[src/rtl/sa_pkg.sv]
// Shared types and defaults for the systolic-array controller.
package sa_pkg;

  typedef enum logic [1:0] {
    SA_IDLE    = 2'b00,
    SA_PRELOAD = 2'b01,
    SA_STREAM  = 2'b10,
    SA_FLUSH   = 2'b11
  } sa_state_e;

  localparam int SA_DIM_DEF = 4;

endpackage

[src/rtl/sa_controller.sv]
// Sequences one matrix job on a SA_DIM x SA_DIM systolic array:
// weight preload, M-row input streaming, then a drain flush.
module sa_controller
  import sa_pkg::*;
#(
  parameter int SA_DIM = SA_DIM_DEF,
  parameter int MW     = 8
) (
  input  logic          clk,
  input  logic          rst_n,
  input  logic          start_i,
  input  logic [MW-1:0] m_len_i,
  input  logic          abort_i,
  input  logic          w_valid_i,
  output logic          w_ready_o,
  input  logic          in_valid_i,
  output logic          in_ready_o,
  output logic          preload_en_o,
  output logic          shift_en_o,
  output logic          flush_o,
  output logic [1:0]    state_o,
  output logic          busy_o,
  output logic          done_o
);

  localparam int WCW       = (SA_DIM > 1) ? $clog2(SA_DIM) : 1;
  localparam int FLUSH_LEN = 2 * SA_DIM - 1;
  localparam int FCW       = $clog2(FLUSH_LEN + 1);

  sa_state_e      state, state_n;
  logic [WCW-1:0] w_cnt, w_cnt_n;
  logic [MW-1:0]  in_cnt, in_cnt_n;
  logic [FCW-1:0] flush_cnt, flush_cnt_n;
  logic [MW-1:0]  m_len, m_len_n;
  logic           done_q, done_n;
  logic           w_hs, in_hs;

  assign w_ready_o    = (state == SA_PRELOAD);
  assign in_ready_o   = (state == SA_STREAM);
  assign flush_o      = (state == SA_FLUSH);
  assign busy_o       = (state != SA_IDLE);
  assign state_o      = state;
  assign done_o       = done_q;
  assign w_hs         = w_valid_i && w_ready_o;
  assign in_hs        = in_valid_i && in_ready_o;
  assign preload_en_o = w_hs;
  assign shift_en_o   = in_hs || flush_o;

  always_ff @(posedge clk or negedge rst_n) begin
    if (!rst_n) begin
      state     <= SA_IDLE;
      w_cnt     <= '0;
      in_cnt    <= '0;
      flush_cnt <= '0;
      m_len     <= '0;
      done_q    <= 1'b0;
    end else begin
      state     <= state_n;
      w_cnt     <= w_cnt_n;
      in_cnt    <= in_cnt_n;
      flush_cnt <= flush_cnt_n;
      m_len     <= m_len_n;
      done_q    <= done_n;
    end
  end

  always_comb begin
    state_n     = state;
    w_cnt_n     = w_cnt;
    in_cnt_n    = in_cnt;
    flush_cnt_n = flush_cnt;
    m_len_n     = m_len;
    done_n      = 1'b0;
    case (state)
      SA_IDLE: begin
        if (start_i) begin
          if (m_len_i != '0) begin
            state_n = SA_PRELOAD;
            m_len_n = m_len_i;
          end else begin
            done_n = 1'b1;
          end
        end
      end
      SA_PRELOAD: begin
        if (w_hs) begin
          if (w_cnt == WCW'(SA_DIM - 1)) begin
            state_n = SA_STREAM;
            w_cnt_n = '0;
          end else begin
            w_cnt_n = w_cnt + WCW'(1);
          end
        end
      end
      SA_STREAM: begin
        // m_len is never zero here, so m_len-1 cannot wrap; M=2^MW-1 tops in_cnt at 2^MW-2.
        if (in_hs) begin
          if (in_cnt == m_len - MW'(1)) begin
            state_n  = SA_FLUSH;
            in_cnt_n = '0;
          end else begin
            in_cnt_n = in_cnt + MW'(1);
          end
        end
      end
      SA_FLUSH: begin
        if (flush_cnt == FCW'(FLUSH_LEN - 1)) begin
          state_n     = SA_IDLE;
          flush_cnt_n = '0;
          done_n      = 1'b1;
        end else begin
          flush_cnt_n = flush_cnt + FCW'(1);
        end
      end
      default: state_n = SA_IDLE;
    endcase
    // Abort wins over any handshake or flush completion in the same cycle.
    if (abort_i && state != SA_IDLE) begin
      state_n     = SA_IDLE;
      w_cnt_n     = '0;
      in_cnt_n    = '0;
      flush_cnt_n = '0;
      done_n      = 1'b0;
    end
  end

endmodule

[config.mk]
export PLATFORM = sky130hd
export DESIGN_NAME = sa_controller
export DESIGN_NICKNAME = d
export VERILOG_FILES = /design/src/rtl/sa_pkg.sv /design/src/rtl/sa_controller.sv
export SDC_FILE = /design/constraint.sdc
export NUM_CORES = 1
export LEC_CHECK = 0
export ABC_AREA = 1
export CAP_MARGIN = 20
export CORE_UTILIZATION = 58
export DETAILED_ROUTE_END_ITERATION = 8
export PLACE_DENSITY = 0.89
export SYNTH_ARGS = -nofsm -noshare
export SYNTH_HDL_FRONTEND = slang
export SYNTH_SLANG_ARGS = --single-unit
[constraint.sdc]
create_clock -name clk -period 3.64 [get_ports clk]
set_input_delay 0.91 -clock clk [delete_from_list [all_inputs] [get_ports clk]]
set_output_delay 0.91 -clock clk [all_outputs]
set_load 0.02 [all_outputs]
==> qor.csv <==
stage;metric;value;unit
run_status;status;complete, no violations;
clock_network;clk_latency;0.31;ns
sta;holdWs;0.523;ns
layout;regArea;601;sq um
clock_network;cts_max_level;1;
layout;fill_cells;196;
layout;areaGrowthSynthToFinish;17.7;%
pwr;pwr_density_cell;769;nW/um^2
logic_synthesis;yosysWarnings;0;
sta;hold_viol;0;
clock_network;cts_resized;0;
clock_network;cts_tree;built;
clock_network;cts_max_path_buffers;2;
clock_network;clockRootBuffer;clkbuf_4;
logic_synthesis;synthMuxAreaShare;0;
clock_network;clock-sinks;24;
worst_setup_path;cp.arrival;2.14;ns
clock_network;postCtsSetupBuffers;0;
worst_setup_path;crit_required;2.73;ns
drt;finalWirelength;3170;um
floorplan;io-pin-count;23;
pwr;clkPwrFrac;0.077;
logic_synthesis;synth_simple_gate_area_frac;0.321;
logic_synthesis;synth_top_family_by_area;simple AND/OR/NAND/NOR gates;
pwr;seqPwrFrac;0.336;
layout;layout_commonest_cell;nand2_1;
global_routing;grt_pass1_wl;5200;um
job;max-cap-violations;0;
floorplan;rows;18;
global_routing;grt_antenna_before_repair;0;
layout;diodes;0;
drt;vias;1483;
clock_network;cts_hold_buf;0;
drt;ant_nets;0;
drt;post-route-drc-count;0;
pwr;swShare;0.487;
global_routing;grt_max_degree;25;
sta;period_share;0.838;
pwr;peakVddDrop;0.505;mV
drt;drt_first_iter_violations;67;
clock_network;cts-buffers-inserted;3;
logic_synthesis;synthDistinctLibCells;25;
worst_setup_path;critPathKind;primary input to primary output;
sta;setup_viol_count_final;0;
drt;firstDrtPassIters;5;
sta;min_period;3.05;ns
worst_setup_path;cpPeakStageDelay;0.59;ns
drt;avgViaCountPerCell;5.24;
layout;multi_input_area;842;sq um
pwr;internal_power;0.744;mW
layout;drive_above_1_share;0.0711;
floorplan;core;2540;sq um
layout;layout_common_cells;nand2_1, inv_1, o21ai_0;
logic_synthesis;seq_area_frac_synth;0.374;
logic_synthesis;yosys.area_share.xor_xnor;0.0328;
worst_setup_path;critPathCaptureType;primary output;
logic_synthesis;synth_seq_cells;24;
sta;clock-skew-final;0.00170;ns
worst_setup_path;cpMaxStageDelayCell;clkdlybuf4s50_1;
pwr;p_leak;0.934;nW
floorplan;start_util;0.630;
worst_setup_path;worstPathCellList;clkdlybuf4s50_1 > nand2_1 > nand2_1 > clkdlybuf4s50_1;
global_routing;grt_usage;0.240;
pwr;p_comb_frac;0.587;
floorplan;dieArea;2980;sq um
placed_design;dp_hpwl;2470;um
logic_synthesis;syn_inst;228;
sta;fmax;0.328;GHz
worst_setup_path;cp-start-kind;primary input;
logic_synthesis;synth_nets;249;
placed_design;routabilityCongestion;0.794;
sta;slew_headroom;0.732;
layout;layout.nets;276;
clock_network;clk_pin_slew_worst_paths;0.12;ns
sta;slew_violations;0;
logic_synthesis;avgSynthCellArea;7.04;sq um
sta;finalSetupTns;0;ns
worst_hold_path;holdCritPathClass;register to register;
sta;rsz0062_at_grt;no;
pwr;p_sw;0.708;mW
logic_synthesis;synth_compound_area_frac;0.116;
global_routing;grt_pass1_vias;1252;
logic_synthesis;netlist_area;1600;sq um
sta;worst_pin_slew;0.401;ns
floorplan;die_h;54.6;um
logic_synthesis;synth_fa_ha_area_frac;0.0546;
worst_setup_path;path_max_fanout;2;
placed_design;numPortBuffers;22;
drt;wire_per_inst;11.2;um
global_routing;grt-ovfl-total;0;
floorplan;die_w;54.6;um
[path summary, 6_finish.rpt]
| path | cells after the start | end | from | slack, ns |
|---|---|---|---|---|
| setup reg to reg | 9 | in_cnt[3]$_DFFE_PN0P_ | state_o[0]$_DFFE_PN0P_ | 1.67 |
| min in group asynchronous | 2 | in_cnt[2]$_DFFE_PN0P_ | rst_n | 0.94 |
| hold / removal | 2 | m_len[1]$_DFFE_PN0P_ | m_len[1]$_DFFE_PN0P_ | 0.52 |
| max in group asynchronous | 2 | done_o$_DFF_PN0_ | rst_n | 2.47 |
| setup / recovery | 4 | shift_en_o | in_valid_i | 0.59 |
| hold reg to reg | 2 | m_len[1]$_DFFE_PN0P_ | m_len[1]$_DFFE_PN0P_ | 0.52 |
[state kept, by name, indices dropped and copies added (netlist names)]
name and cells:
state_o 2, m_len 8, in_cnt 8, done_o 1, flush_cnt 3, w_cnt 2
[cell type report]
class                      count  area share
inverter                      42      0.0835
timing repair buffer          23       0.121
clock buffer                   3      0.0119
multi-input combinational    161       0.446
sequential                    24       0.318
tap                           30      0.0199
[synth_stat cells]
library cell | number | area, sq um
o21ai_0 | 26 | 130
dfrtp_1 | 24 | 601
nor2_2 | 4 | 25.0
nand3_1 | 19 | 95.1
inv_2 | 2 | 7.51
clkbuf_1 | 1 | 3.75
o31ai_1 | 1 | 7.51
nand2_2 | 4 | 25.0
o21a_1 | 1 | 7.51
a21oi_1 | 4 | 20.0
a21oi_2 | 1 | 8.76
nor2_4 | 1 | 11.3
nand3_2 | 1 | 10.0
a31oi_1 | 1 | 6.26
ha_1 | 7 | 87.6
o22ai_1 | 1 | 6.26
xor2_1 | 3 | 26.3
nand2_1 | 50 | 188
inv_1 | 39 | 146
clkinv_1 | 1 | 3.75
nand4_1 | 11 | 68.8
nor3_1 | 3 | 15.0
xnor2_1 | 3 | 26.3
or2_2 | 1 | 6.26
nor2_1 | 19 | 71.3
[through the flow]
stage / std cells / worst slack, ns / cell area (sq um) / util / power [mW]
3_3_place_gp: 280 / 0.604 / 1870 / 0.733 / 1.32
4_1_cts: 283 / 0.587 / 1890 / 0.742 / 1.45
3_5_place_dp: 280 / 0.594 / 1870 / 0.733 / 1.34
6_report: 283 / 0.591 / 1890 / 0.742 / 1.45
2_1_floorplan: 228 / 1.57 / 1600 / - / 1.11
5_1_grt: 283 / 0.497 / 1890 / 0.742 / 1.60
[cells by family (layout without fill, tap and decap cells)]
family	Yosys count	count (layout)
buffers and inverters	43	68
AO/OA/AOI/OAI	35	35
XOR/XNOR	6	6
adder cells (fa/ha/maj)	7	7
AND/OR/NAND/NOR	113	113
flip-flops	24	24
[worst max-delay path, delay by kind of cell]
family                 cells  cell delay, ns
buffers and inverters      2            1.10
AND/OR/NAND/NOR            2            0.14
[routing by layer]
| metal | vias to the layer above | wire length [um] | track usage |
|---|---|---|---|
| met4 | 0 | 14 | 0.0513 |
| met5 | - | 0 | 0 |
| met1 | 655 | 1550 | 0.340 |
| li1 | 789 | - | - |
| met3 | 2 | 133 | 0.0333 |
| met2 | 37 | 1480 | 0.386 |
[power groups by stage]
stage          logic (mW)  clock network [mW]  registers (mW)
2_1_floorplan       0.633                   0           0.476
3_3_place_gp        0.830                   0           0.488
3_5_place_dp        0.847                   0           0.492
4_1_cts             0.853               0.114           0.486
5_1_grt             0.973               0.123           0.507
6_report            0.853               0.112           0.487
(Power assumes the default switching activity.)
